===== src/rtl/alu_seq_pkg.sv =====
// Shared types and constants for the ALU command sequencer.
// Opcodes, flag bit positions, FSM states and the registered command payload.
package alu_seq_pkg;

  localparam int unsigned DW   = 4;
  localparam int unsigned NREG = 4;
  localparam int unsigned AW   = 2;
  localparam int unsigned CW   = 4;
  localparam int unsigned FW   = 6;

  typedef enum logic [1:0] {
    IDLE = 2'd0,
    EXEC = 2'd1,
    RESP = 2'd2
  } state_t;

  localparam logic [CW-1:0] OP_ADD = 4'b0000;
  localparam logic [CW-1:0] OP_SUB = 4'b0001;
  localparam logic [CW-1:0] OP_MUL = 4'b0010;
  localparam logic [CW-1:0] OP_DIV = 4'b0011;
  localparam logic [CW-1:0] OP_SHL = 4'b0100;
  localparam logic [CW-1:0] OP_SHR = 4'b0101;
  localparam logic [CW-1:0] OP_ASR = 4'b0110;
  localparam logic [CW-1:0] OP_ROR = 4'b0111;
  localparam logic [CW-1:0] OP_AND = 4'b1000;
  localparam logic [CW-1:0] OP_OR  = 4'b1001;
  localparam logic [CW-1:0] OP_XOR = 4'b1010;
  localparam logic [CW-1:0] OP_NOT = 4'b1011;

  localparam int unsigned FLAG_NEG   = 5;
  localparam int unsigned FLAG_ZERO  = 4;
  localparam int unsigned FLAG_CARRY = 3;
  localparam int unsigned FLAG_OVF   = 2;
  localparam int unsigned FLAG_EQ    = 1;
  localparam int unsigned FLAG_LT    = 0;

  // Command fields still needed after the operands have been read
  typedef struct packed {
    logic          load;
    logic [AW-1:0] rd;
    logic [DW-1:0] imm;
  } exec_t;

  function automatic logic op_undefined(input logic [CW-1:0] op);
    return op > OP_NOT;
  endfunction

endpackage


===== src/rtl/alu_seq_regfile.sv =====
// NREG x DW register file: two asynchronous read ports, one write port.
// Contents clear to zero on reset.
module alu_seq_regfile
  import alu_seq_pkg::*;
(
  input  logic          clk,
  input  logic          rst_n,
  input  logic [AW-1:0] raddr_a,
  input  logic [AW-1:0] raddr_b,
  output logic [DW-1:0] rdata_a,
  output logic [DW-1:0] rdata_b,
  input  logic          we,
  input  logic [AW-1:0] waddr,
  input  logic [DW-1:0] wdata
);

  logic [NREG-1:0][DW-1:0] regs_q;

  always_ff @(posedge clk or negedge rst_n) begin
    if (!rst_n) begin
      regs_q <= '0;
    end else if (we) begin
      regs_q[waddr] <= wdata;
    end
  end

  assign rdata_a = regs_q[raddr_a];
  assign rdata_b = regs_q[raddr_b];

endmodule


===== src/rtl/alu_sequencer.sv =====
// Command front-end for the 4-bit ALU: accept, drive operands for one cycle,
// write back, then hold the response until it is consumed.
module alu_sequencer
  import alu_seq_pkg::*;
(
  input  logic          clk,
  input  logic          rst_n,
  input  logic          cmd_valid,
  output logic          cmd_ready,
  input  logic          cmd_load,
  input  logic [CW-1:0] cmd_op,
  input  logic [AW-1:0] cmd_ra,
  input  logic [AW-1:0] cmd_rb,
  input  logic [AW-1:0] cmd_rd,
  input  logic [DW-1:0] cmd_imm,
  output logic [DW-1:0] alu_a,
  output logic [DW-1:0] alu_b,
  output logic [CW-1:0] alu_ctrl,
  input  logic [DW-1:0] alu_result,
  input  logic [FW-1:0] alu_flag,
  output logic          rsp_valid,
  input  logic          rsp_ready,
  output logic [DW-1:0] rsp_data,
  output logic [FW-1:0] rsp_flag,
  output logic          rsp_err
);

  state_t        state_q, state_d;
  exec_t         exec_q;
  logic [DW-1:0] rdata_a, rdata_b;
  logic          accept, exec_done, op_err, wb_en;
  logic [DW-1:0] wb_data;

  alu_seq_regfile u_regfile (
    .clk     (clk),
    .rst_n   (rst_n),
    .raddr_a (cmd_ra),
    .raddr_b (cmd_rb),
    .rdata_a (rdata_a),
    .rdata_b (rdata_b),
    .we      (wb_en),
    .waddr   (exec_q.rd),
    .wdata   (wb_data)
  );

  always_ff @(posedge clk or negedge rst_n) begin
    if (!rst_n) begin
      state_q <= IDLE;
    end else begin
      state_q <= state_d;
    end
  end

  always_comb begin
    state_d = state_q;
    case (state_q)
      IDLE:    if (cmd_valid && cmd_ready) state_d = EXEC;
      EXEC:    state_d = RESP;
      RESP:    if (rsp_ready) state_d = IDLE;
      default: state_d = IDLE;
    endcase
  end

  // Operand B is the registered alu_b, so the divide-by-zero test sees the value the ALU sees
  always_comb begin
    accept    = 1'b0;
    exec_done = 1'b0;
    op_err    = 1'b0;
    wb_en     = 1'b0;
    wb_data   = alu_result;
    accept    = (state_q == IDLE) && cmd_valid && cmd_ready;
    exec_done = (state_q == EXEC);
    op_err    = !exec_q.load &&
                (op_undefined(alu_ctrl) || ((alu_ctrl == OP_DIV) && (alu_b == '0)));
    wb_en     = exec_done && !op_err;
    if (exec_q.load) wb_data = exec_q.imm;
  end

  // Handshake outputs track the next state so they are registered yet cycle-exact
  always_ff @(posedge clk or negedge rst_n) begin
    if (!rst_n) begin
      cmd_ready <= 1'b0;
      rsp_valid <= 1'b0;
      alu_a     <= '0;
      alu_b     <= '0;
      alu_ctrl  <= '0;
      exec_q    <= '0;
      rsp_data  <= '0;
      rsp_flag  <= '0;
      rsp_err   <= 1'b0;
    end else begin
      cmd_ready <= (state_d == IDLE);
      rsp_valid <= (state_d == RESP);
      if (accept) begin
        alu_a    <= rdata_a;
        alu_b    <= rdata_b;
        alu_ctrl <= cmd_load ? CW'(0) : cmd_op;
        exec_q   <= '{load: cmd_load, rd: cmd_rd, imm: cmd_imm};
      end
      if (exec_done) begin
        rsp_data <= op_err ? DW'(0) : wb_data;
        rsp_flag <= (op_err || exec_q.load) ? FW'(0) : alu_flag;
        rsp_err  <= op_err;
      end
    end
  end

endmodule


===== config.mk =====
export PLATFORM = sky130hd
export DESIGN_NAME = alu_sequencer
export DESIGN_NICKNAME = d
export VERILOG_FILES = /design/src/rtl/alu_seq_pkg.sv /design/src/rtl/alu_seq_regfile.sv /design/src/rtl/alu_sequencer.sv
export SDC_FILE = /design/constraint.sdc
export NUM_CORES = 1
export LEC_CHECK = 0
export BUFFER_PORTS_ARGS = -buffer_cell sky130_fd_sc_hd__buf_2
export CORE_UTILIZATION = 40
export DETAILED_ROUTE_END_ITERATION = 10
export PLACE_DENSITY = 0.73
export SKIP_LAST_GASP = 1
export SYNTH_ARGS = -nofsm -noshare
export SYNTH_HDL_FRONTEND = slang
export SYNTH_HIERARCHICAL = 1
export SYNTH_SLANG_ARGS = --single-unit

===== constraint.sdc =====
create_clock -name clk -period 2.66 [get_ports clk]
set_input_delay 0.266 -clock clk [delete_from_list [all_inputs] [get_ports clk]]
set_output_delay 0.266 -clock clk [all_outputs]
set_load 0.1 [all_outputs]

==> results of run 1 <==
-- sequential cells by signal, summed over array words and instances, names as in the netlist --
name and flops:
u_regfile/regs_q 16, exec_q 7, rsp_flag 6, alu_a 4, alu_b 4, alu_ctrl 4, rsp_data 4, state_q 2
cmd_ready 1, rsp_err 1, rsp_valid 1
-- area by class of cell --
| cell class | instances | area [um^2] | area share, % |
|---|---|---|---|
| clock buffer | 6 | 82.6 | 3.02 |
| tap | 72 | 90.1 | 3.30 |
| clock inverter | 2 | 12.5 | 0.458 |
| timing repair buffer | 58 | 305 | 11.2 |
| sequential | 50 | 1250 | 45.8 |
| multi-input combinational | 89 | 956 | 35.0 |
| inverter | 9 | 33.8 | 1.24 |
-- synthesized netlist by cell type --
| cell type | count |
|---|---|
| nand2_1 | 9 |
| o21a_1 | 1 |
| nand2b_1 | 2 |
| dfrtp_1 | 50 |
| a22o_1 | 6 |
| o221ai_1 | 4 |
| buf_12 | 1 |
| and2_1 | 2 |
| nand3_1 | 1 |
| buf_4 | 2 |
| a2111oi_4 | 1 |
| inv_1 | 9 |
| mux4_2 | 6 |
| o21ai_0 | 8 |
| mux2_4 | 8 |
| nor3b_4 | 1 |
| mux4_1 | 2 |
| buf_2 | 2 |
| nor2_1 | 2 |
| nor4bb_1 | 1 |
| a211o_2 | 1 |
| a21boi_0 | 4 |
| nand3b_1 | 6 |
| mux2_2 | 22 |
| nor4_2 | 1 |
| nor4bb_4 | 1 |
-- worst paths after layout --
path | start | endpoint | depth (start not counted)
min | alu_flag[5] | rsp_flag[5] | 2
min in group asynchronous | rst_n | rsp_valid | 2
max in group asynchronous | rst_n | rsp_flag[1] | 3
max | alu_b[1] | u_regfile/regs_q[5] | 5
min reg2reg | rsp_data[0] | rsp_data[0] | 2
max reg2reg | alu_b[1] | u_regfile/regs_q[5] | 5
-- critical path, delay by kind of cell, from the launching register on --
| family | cells | cell delay, ns |
|---|---|---|
| flops | 1 | 0.42 |
| compound gates | 2 | 0.46 |
| simple gates | 2 | 0.74 |
| mux | 1 | 0.37 |
-- logic make-up (layout without fill, tap and decap cells) --
| kind of cell | after synthesis | count (layout) | synth area share [%] |
|---|---|---|---|
| and+or+nand+nor | 26 | 26 | 8.04 |
| DFF | 50 | 50 | 55.1 |
| buffers and inverters | 14 | 75 | 3.47 |
| AOI/OAI and AO/OA | 25 | 25 | 8.93 |
| muxes | 38 | 38 | 24.5 |
-- metrics by stage --
| step | setup slack [ns] | cell area [um^2] |
|---|---|---|
| floorplan | 0.225 | 2270 |
| global placement | 0.598 | 2630 |
| detailed placement | 0.582 | 2630 |
| CTS | 0.538 | 2730 |
| global route | 0.456 | 2730 |
| finish | 0.556 | 2730 |
-- metal layers --
metal | global-route usage [%] | up-vias | part of all wire (%)
li1 | - | 690 | -
met3 | 3.88 | 2 | 4.4
met4 | 4.15 | 0 | 0.45
met1 | 18.9 | 735 | 45
met5 | 0 | - | 0
met2 | 27.9 | 46 | 50
==> out/qor.txt, run 1 <==
Port-buffer cells -> 53
Die Area -> 5980 um^2
Top cells by area, synth -> dfrtp_1 (55%), mux2_2 (11%), mux4_2 (6.0%)
Grt total ovfl -> 0
Type of the worst setup path -> flip-flop to flip-flop
Area share of the largest cell type after synthesis -> 55.1%
# setup viols final -> 0
Post-CTS Resized -> 0
Post-detailed-route count of antenna-violating nets -> 0
Synth Instances -> 153
CP required -> 2.84 ns
Minimum clock period -> 2.10 ns
Post-route setup TNS -> 0 ns
Syn_area_per_cell -> 14.8 um^2
Synth warn -> 6
Reg2reg setup slack -> 0.56 ns
Antenna violations before repair -> 0
Hold buffer count at CTS -> 1
Rows -> 27
Gpl congestion -> 0.765
Die X -> 77.3 um
Clk buf depth -> 2
CTS Buf Count -> 5
Nets -> 242
Largest net degree at the start of global routing -> 27
Die Ht -> 77.3 um
Clk_skew -> 0.00443 ns
CTS root buf -> clkbuf_8
Cells along the critical path -> nor4_2 -> a211o_2 -> o21ai_0 -> nand3b_1 -> mux2_2
Residual DRC -> 0
Setup Fix Bufs, Post-CTS -> 0
FF+latch count, synth -> 50
First-pass GRT wire length -> 7310 um
GRT Util Overall -> 15.7%
Critical Path AT -> 2.28 ns
Area grow syn2layout -> 20.3%
Finished Core Util -> 49.9%
Most common cell after layout, fill and taps aside -> buf_2
Net Count, Synth -> 182
# diodes -> 0
Min-delay worst type -> input pin to flip-flop
Synth unique cells -> 26
Crit-path max FO -> 6
Tightest Pin Transition -> 0.577 ns
Iteration-0 DRC Markers -> 59
Crit-path max cell delay -> 0.48 ns
CORE AREA -> 5470 um^2
Initial Util -> 41.5%
Tcrit/Tclk final -> 79.1%
Layout fillers -> 478
H-tree levels -> 2
Endpoints failing hold -> 0
Post-placement cell count -> 277
Fmax -> 475 MHz
Synth Cell Area -> 2270 um^2
Share of cells above drive strength 1 -> 50.0%
Startpoint types -> flip-flop
Hold slack -> 0.197 ns
Seq/Total Area, Yosys -> 55.1%
Yosys top cell by area -> dfrtp_1
Clock Latency Late Sink -> 0.29 ns
Most frequent cells in the layout -> buf_2 (53), dfrtp_1 (50), mux2_2 (22)
Status -> finished, final reports clean
IO Count -> 54
Wire per inst -> 14.6 um
Max Cap Viol -> 0
Vias -> 1473
Worst setup EP type -> flip-flop
Drt total wl -> 4190 um
Reg clk slew, reported paths -> 0.09 ns
Slew headroom -> 61.6%
Final instance count without filler cells -> 286
Routed vias/inst -> 5.15
RSZ-0062 raised after global routing -> no
CTS Sinks -> 50
Drt pass-1 iters -> 4
Detail Placement HPWL -> 3210 um
Number of global-route vias before repair -> 1573
CTS tree -> built
Slowest cell on the critical path -> nor4_2
Fin. max-slew vios -> 0
Power of run 1 is not shown: default switching activity piles up to over one toggle a cycle in this logic, so the estimate is an artifact.
==> inputs of run 2 (changes only) <==
- clock period: 2.66 -> 2.15 ns (I/O delays scaled with it)
==> out/qor.txt, run 2 (same netlist as run 1, synthesis figures left out) <==
Status -> finished, final reports clean (unchanged)
Tightest Pin Transition -> 0.498 ns (was 0.577 ns)
Endpoints failing hold -> 0 (unchanged)
Max Cap Viol -> 0 (unchanged)
Initial Util -> 41.5% (unchanged)
Die X -> 77.3 um (unchanged)
Grt total ovfl -> 0 (unchanged)
RSZ-0062 raised after global routing -> no (unchanged)
Fmax -> 507 MHz (was 475 MHz)
CTS Buf Count -> 5 (unchanged)
Share of cells above drive strength 1 -> 54.2% (was 50.0%)
Residual DRC -> 0 (unchanged)
Crit-path max FO -> 6 (unchanged)
Routed vias/inst -> 5.23 (was 5.15)
Iteration-0 DRC Markers -> 54 (was 59)
Top flop regs -> u_regfile/regs_q x16, exec_q x7, rsp_flag x6 (unchanged)
Detail Placement HPWL -> 3290 um (was 3210 um)
Antenna violations before repair -> 0 (unchanged)
Reg with most FFs -> u_regfile/regs_q (unchanged)
CORE AREA -> 5470 um^2 (unchanged)
Largest net degree at the start of global routing -> 27 (unchanged)
Wire per inst -> 15.8 um (was 14.6 um)
Drt total wl -> 4550 um (was 4190 um)
CTS Sinks -> 50 (unchanged)
Nets -> 244 (was 242)
Worst setup EP type -> flip-flop (unchanged)
Area grow syn2layout -> 22.5% (was 20.3%)
CTS tree -> built (unchanged)
# diodes -> 0 (unchanged)
Fin. max-slew vios -> 0 (unchanged)
CTS root buf -> clkbuf_8 (unchanged)
Min-delay worst type -> input pin to flip-flop (unchanged)
Layout fillers -> 493 (was 478)
H-tree levels -> 2 (unchanged)
Most common cell after layout, fill and taps aside -> buf_2 (unchanged)
Post-route setup TNS -> 0 ns (unchanged)
First-pass GRT wire length -> 7670 um (was 7310 um)
Clk_skew -> 0.0110 ns (was 0.00443 ns)
Most frequent cells in the layout -> buf_2 (53), dfrtp_1 (42), mux2_2 (22) (was buf_2 (53), dfrtp_1 (50), mux2_2 (22))
Critical Path AT -> 2.17 ns (was 2.28 ns)
Tcrit/Tclk final -> 91.7% (was 79.1%)
Vias -> 1506 (was 1473)
Die Ht -> 77.3 um (unchanged)
Number of global-route vias before repair -> 1544 (was 1573)
Largest register FFs -> 16 (unchanged)
IO Count -> 54 (unchanged)
Gpl congestion -> 0.772 (was 0.765)
# setup viols final -> 0 (unchanged)
Drt pass-1 iters -> 6 (was 4)
Die Area -> 5980 um^2 (unchanged)
Setup Fix Bufs, Post-CTS -> 0 (unchanged)
Reg clk slew, reported paths -> 0.09 ns (about the same)
CP required -> 2.35 ns (was 2.84 ns)
Clock Latency Late Sink -> 0.31 ns (was 0.29 ns)
Minimum clock period -> 1.97 ns (was 2.10 ns)
Startpoint types -> flip-flop (unchanged)
Post-detailed-route count of antenna-violating nets -> 0 (unchanged)
Rows -> 27 (unchanged)
Port-buffer cells -> 53 (unchanged)
GRT Util Overall -> 17.1% (was 15.7%)
Slew headroom -> 67.0% (was 61.6%)
Type of the worst setup path -> flip-flop to flip-flop (unchanged)
Clk buf depth -> 2 (unchanged)
run 2: changes by cell type in the layout (fill, tap and decap cells not counted), sizes merged:
cell	before	now
bufinv	0	1
clkinvlp	1	0
buf	57	59
run 2: path summary, 6_finish.rpt:
| check | startpoint | endpoint | slack [ns] | depth (start not counted) |
|---|---|---|---|---|
| min reg2reg | rsp_data[3] | rsp_data[3] | 0.49 | 2 |
| max | alu_ctrl[1] | u_regfile/regs_q[3] | 0.18 | 5 |
| max in group asynchronous | rst_n | alu_b[1] | 1.15 | 3 |
| max reg2reg | alu_ctrl[1] | u_regfile/regs_q[3] | 0.18 | 5 |
| min in group asynchronous | rst_n | cmd_ready | 0.37 | 2 |
| min | alu_flag[1] | rsp_flag[1] | 0.13 | 2 |
run 2: per-layer routing:
layer	share of wire, %	wire length (um)	vias up	global-route usage (%)
met4	1.5	66	0	6.23
met5	0	0	-	0
met3	6.3	285	7	5.53
met1	47	2120	758	23.6
li1	-	-	690	-
met2	46	2070	51	25.3
run 2: through the flow:
step / util, % / worst slack [ns] / hold WS [ns] / cell area (um^2) / std cells
global route: 50.8 / 0.0870 / 0.110 / 2780 / 288
global placement: 48.5 / 0.166 / 0.178 / 2660 / 279
CTS: 50.8 / 0.0723 / 0.116 / 2780 / 288
detailed placement: 48.5 / 0.0935 / 0.182 / 2660 / 279
finish: 50.8 / 0.179 / 0.130 / 2780 / 288
floorplan: - / 0.0215 / -0.0806 / 2290 / 153
run 2: repair_timing:
item	in CTS	in global routing
resized for setup	0	1
setup endpoints to repair	0	4
hold endpoints to repair	18	0
hold buffers	1	0
run 2: area by class of cell:
| type | instances | area [um^2] | share of cell area, % |
|---|---|---|---|
| well taps | 72 | 90.1 | 3.24 |
| multi-input cells | 89 | 960 | 34.5 |
| inverters | 9 | 33.8 | 1.21 |
| repair buffers | 60 | 320 | 11.5 |
| flip-flops and latches | 50 | 1270 | 45.5 |
| clock buffers | 6 | 72.6 | 2.61 |
| clock inverters | 2 | 38.8 | 1.39 |
run 2: worst max-delay path: stages (launching register included):
cell      delay (ns)
dfrtp_4         0.49
nor4bb_4        0.18
a211o_2         0.39
o21ai_2         0.12
nor3b_4         0.31
mux2_2          0.36
Power of run 2 is left out for the same reason.
==> inputs of run 3 (changes only) <==
- ABC_AREA: not set -> 1
- CORE_ASPECT_RATIO: not set -> 1.4
==> out/qor.txt, run 3 <==
Post-detailed-route count of antenna-violating nets -> 0 (unchanged)
Area share of the largest cell type after synthesis -> 51.8% (was 55.1%)
# diodes -> 0 (unchanged)
Reg clk slew, reported paths -> 0.09 ns (about the same)
Synth Cell Area -> 2420 um^2 (was 2270 um^2)
Setup Fix Bufs, Post-CTS -> 0 (unchanged)
Reg with most FFs -> u_regfile/regs_q (unchanged)
H-tree levels -> 2 (unchanged)
Synth unique cells -> 21 (was 26)
Wire per inst -> 11.9 um (was 15.8 um)
Reg2reg start -> alu_b[2] (was alu_ctrl[1])
Rows -> 33 (was 27)
Top flop regs -> u_regfile/regs_q x16, exec_q x7, rsp_flag x6 (unchanged)
CORE AREA -> 5860 um^2 (was 5470 um^2)
# setup viols final -> 0 (unchanged)
Worst setup EP type -> flip-flop (unchanged)
Most used DFF post-synth -> dfrtp_1 (unchanged)
CTS root buf -> clkbuf_8 (unchanged)
CTS Sinks -> 50 (unchanged)
Final instance count without filler cells -> 433 (was 288)
Post-synth top cells -> nand2_1 (146), dfrtp_1 (50), inv_1 (32) (was dfrtp_1 (50), mux2_2 (22), inv_1 (9), nand2_1 (9))
Max Cap Viol -> 0 (unchanged)
Crit. Startpoint -> alu_b[2] (was alu_ctrl[1])
Tcrit/Tclk final -> 68.6% (was 91.7%)
Clk buf depth -> 2 (unchanged)
Fin. max-slew vios -> 0 (unchanged)
Endpoints failing hold -> 0 (unchanged)
Largest net degree at the start of global routing -> 51 (was 27)
Die Ht -> 94.0 um (was 77.3 um)
RSZ-0062 raised after global routing -> no (unchanged)
Fmax -> 678 MHz (was 507 MHz)
Initial Util -> 41.2% (was 41.5%)
Share of cells above drive strength 1 -> 21.5% (was 54.2%)
Area taken by multi-input logic gates -> 958 um^2 (was 960 um^2)
Most common cell in the netlist -> nand2_1 (was dfrtp_1)
Post-synth ARST share -> 100% (unchanged)
Antenna violations before repair -> 0 (unchanged)
Post-placement cell count -> 425 (was 279)
Drt total wl -> 5160 um (was 4550 um)
Yosys top cell by area -> dfrtp_1 (unchanged)
Type of the worst setup path -> flip-flop to flip-flop (unchanged)
Vias -> 2102 (was 1506)
Layout fillers -> 595 (was 493)
IO Count -> 54 (unchanged)
CTS Buf Count -> 5 (unchanged)
Iteration-0 DRC Markers -> 124 (was 54)
Largest register FFs -> 16 (unchanged)
Reg2reg setup slack -> 0.68 ns (was 0.18 ns)
Hold buffer count at CTS -> 0 (was 1)
Post-synth EDFFs -> 0 (unchanged)
Crit-path max FO -> 16 (was 6)
Min-delay worst type -> input pin to asynchronous set/reset pin (was input pin to flip-flop)
Startpoint types -> flip-flop (unchanged)
DP Worst Slack -> 0.692 ns (was 0.0935 ns)
Detail Placement HPWL -> 3860 um (was 3290 um)
Sequential cell area -> 1250 um^2 (was 1270 um^2)
First-pass GRT wire length -> 8480 um (was 7670 um)
Number of global-route vias before repair -> 1907 (was 1544)
Drt pass-1 iters -> 4 (was 6)
Residual DRC -> 0 (unchanged)
Post-CTS Resized -> 0 (unchanged)
Die Area -> 6360 um^2 (was 5980 um^2)
Post-route setup TNS -> 0 ns (unchanged)
Synth warn -> 6 (unchanged)
Capturing point of the worst reg2reg path -> u_regfile/regs_q[15] (was u_regfile/regs_q[3])
Most frequent cells in the layout -> nand2_1 (146), buf_2 (53), dfrtp_1 (50) (was buf_2 (53), dfrtp_1 (42), mux2_2 (22))
Seq/Total Area, Yosys -> 51.8% (was 55.1%)
Tightest Pin Transition -> 0.607 ns (was 0.498 ns)
Grt total ovfl -> 0 (unchanged)
Die X -> 67.7 um (was 77.3 um)
Port-buffer cells -> 53 (unchanged)
CP required -> 2.37 ns (was 2.35 ns)
Area grow syn2layout -> 17.0% (was 22.5%)
R2R depth -> 10 (was 5)
Slew headroom -> 59.5% (was 67.0%)
Clock Latency Late Sink -> 0.30 ns (was 0.31 ns)
Clk_skew -> 0.00888 ns (was 0.0110 ns)
Minimum clock period -> 1.47 ns (was 1.97 ns)
FF+latch count, synth -> 50 (unchanged)
Finished Core Util -> 48.3% (was 50.8%)
Critical Path AT -> 1.69 ns (was 2.17 ns)
Top cells by area, synth -> dfrtp_1 (52%), nand2_1 (23%), inv_1 (5.0%) (was dfrtp_1 (55%), mux2_2 (11%), mux4_2 (6.0%))
Synth Instances -> 308 (was 153)
Status -> finished, final reports clean (unchanged)
Routed vias/inst -> 4.85 (was 5.23)
Net Count, Synth -> 337 (was 182)
CTS tree -> built (unchanged)
Syn_area_per_cell -> 7.85 um^2 (was 14.8 um^2)
Nets -> 391 (was 244)
GRT Util Overall -> 17.8% (was 17.1%)
Most common cell after layout, fill and taps aside -> nand2_1 (was buf_2)
Setup slack after layout -> 0.675 ns (was 0.179 ns)
Gpl congestion -> 0.888 (was 0.772)
run 3: layer usage:
layer / part of all wire [%] / up-vias / GRT usage, %
met5: 0 / - / 0
met4: 1.6 / 0 / 6.38
met3: 4.3 / 8 / 2.79
met2: 50 / 66 / 30.4
met1: 44 / 953 / 21.9
li1: - / 1075 / -
run 3: cells by family after synthesis:
logic type,Yosys count,share of synthesized area (%)
AO/OA/AOI/OAI,23,5.38
flip-flops,50,51.8
buffers and inverters,45,8.59
AND/OR/NAND/NOR,190,34.3
run 3: cell type report:
class / count / area share, %
clock inverters: 2 / 0.575
flip-flops and latches: 50 / 44.2
well taps: 70 / 3.10
clock buffers: 6 / 2.92
multi-input cells: 213 / 33.9
inverters: 36 / 5.13
repair buffers: 56 / 10.2
run 3: critical path, cell delays in order, from the launching register on:
cell     delay, ns
dfrtp_1       0.39
inv_1         0.09
nand2_1       0.06
nor2_1        0.13
nand2_1       0.08
nand2_1       0.10
a21oi_1       0.07
buf_4         0.20
nand3_4       0.13
nand2_1       0.06
o21ai_1       0.07
run 3: through the flow:
step	cell area, um^2	hold slack, ns
after global placement	2730	0.352
after floorplan	2420	-0.0806
final	2830	0.00641
after CTS	2830	0.0251
after global routing	2830	0.0732
after detailed placement	2730	0.356
run 3: worst max path at each step:
| stage | to | slack [ns] | cells after the start |
|---|---|---|---|
| global route | u_regfile/regs_q[12] | 0.51 | 10 |
| CTS | u_regfile/regs_q[15] | 0.66 | 10 |
| finish | u_regfile/regs_q[15] | 0.68 | 10 |
| detailed placement | u_regfile/regs_q[15] | 0.69 | 10 |
| global placement | u_regfile/regs_q[15] | 0.71 | 10 |
| floorplan | u_regfile/regs_q[4] | 0.13 | 10 |
Power of run 3 is left out for the same reason.
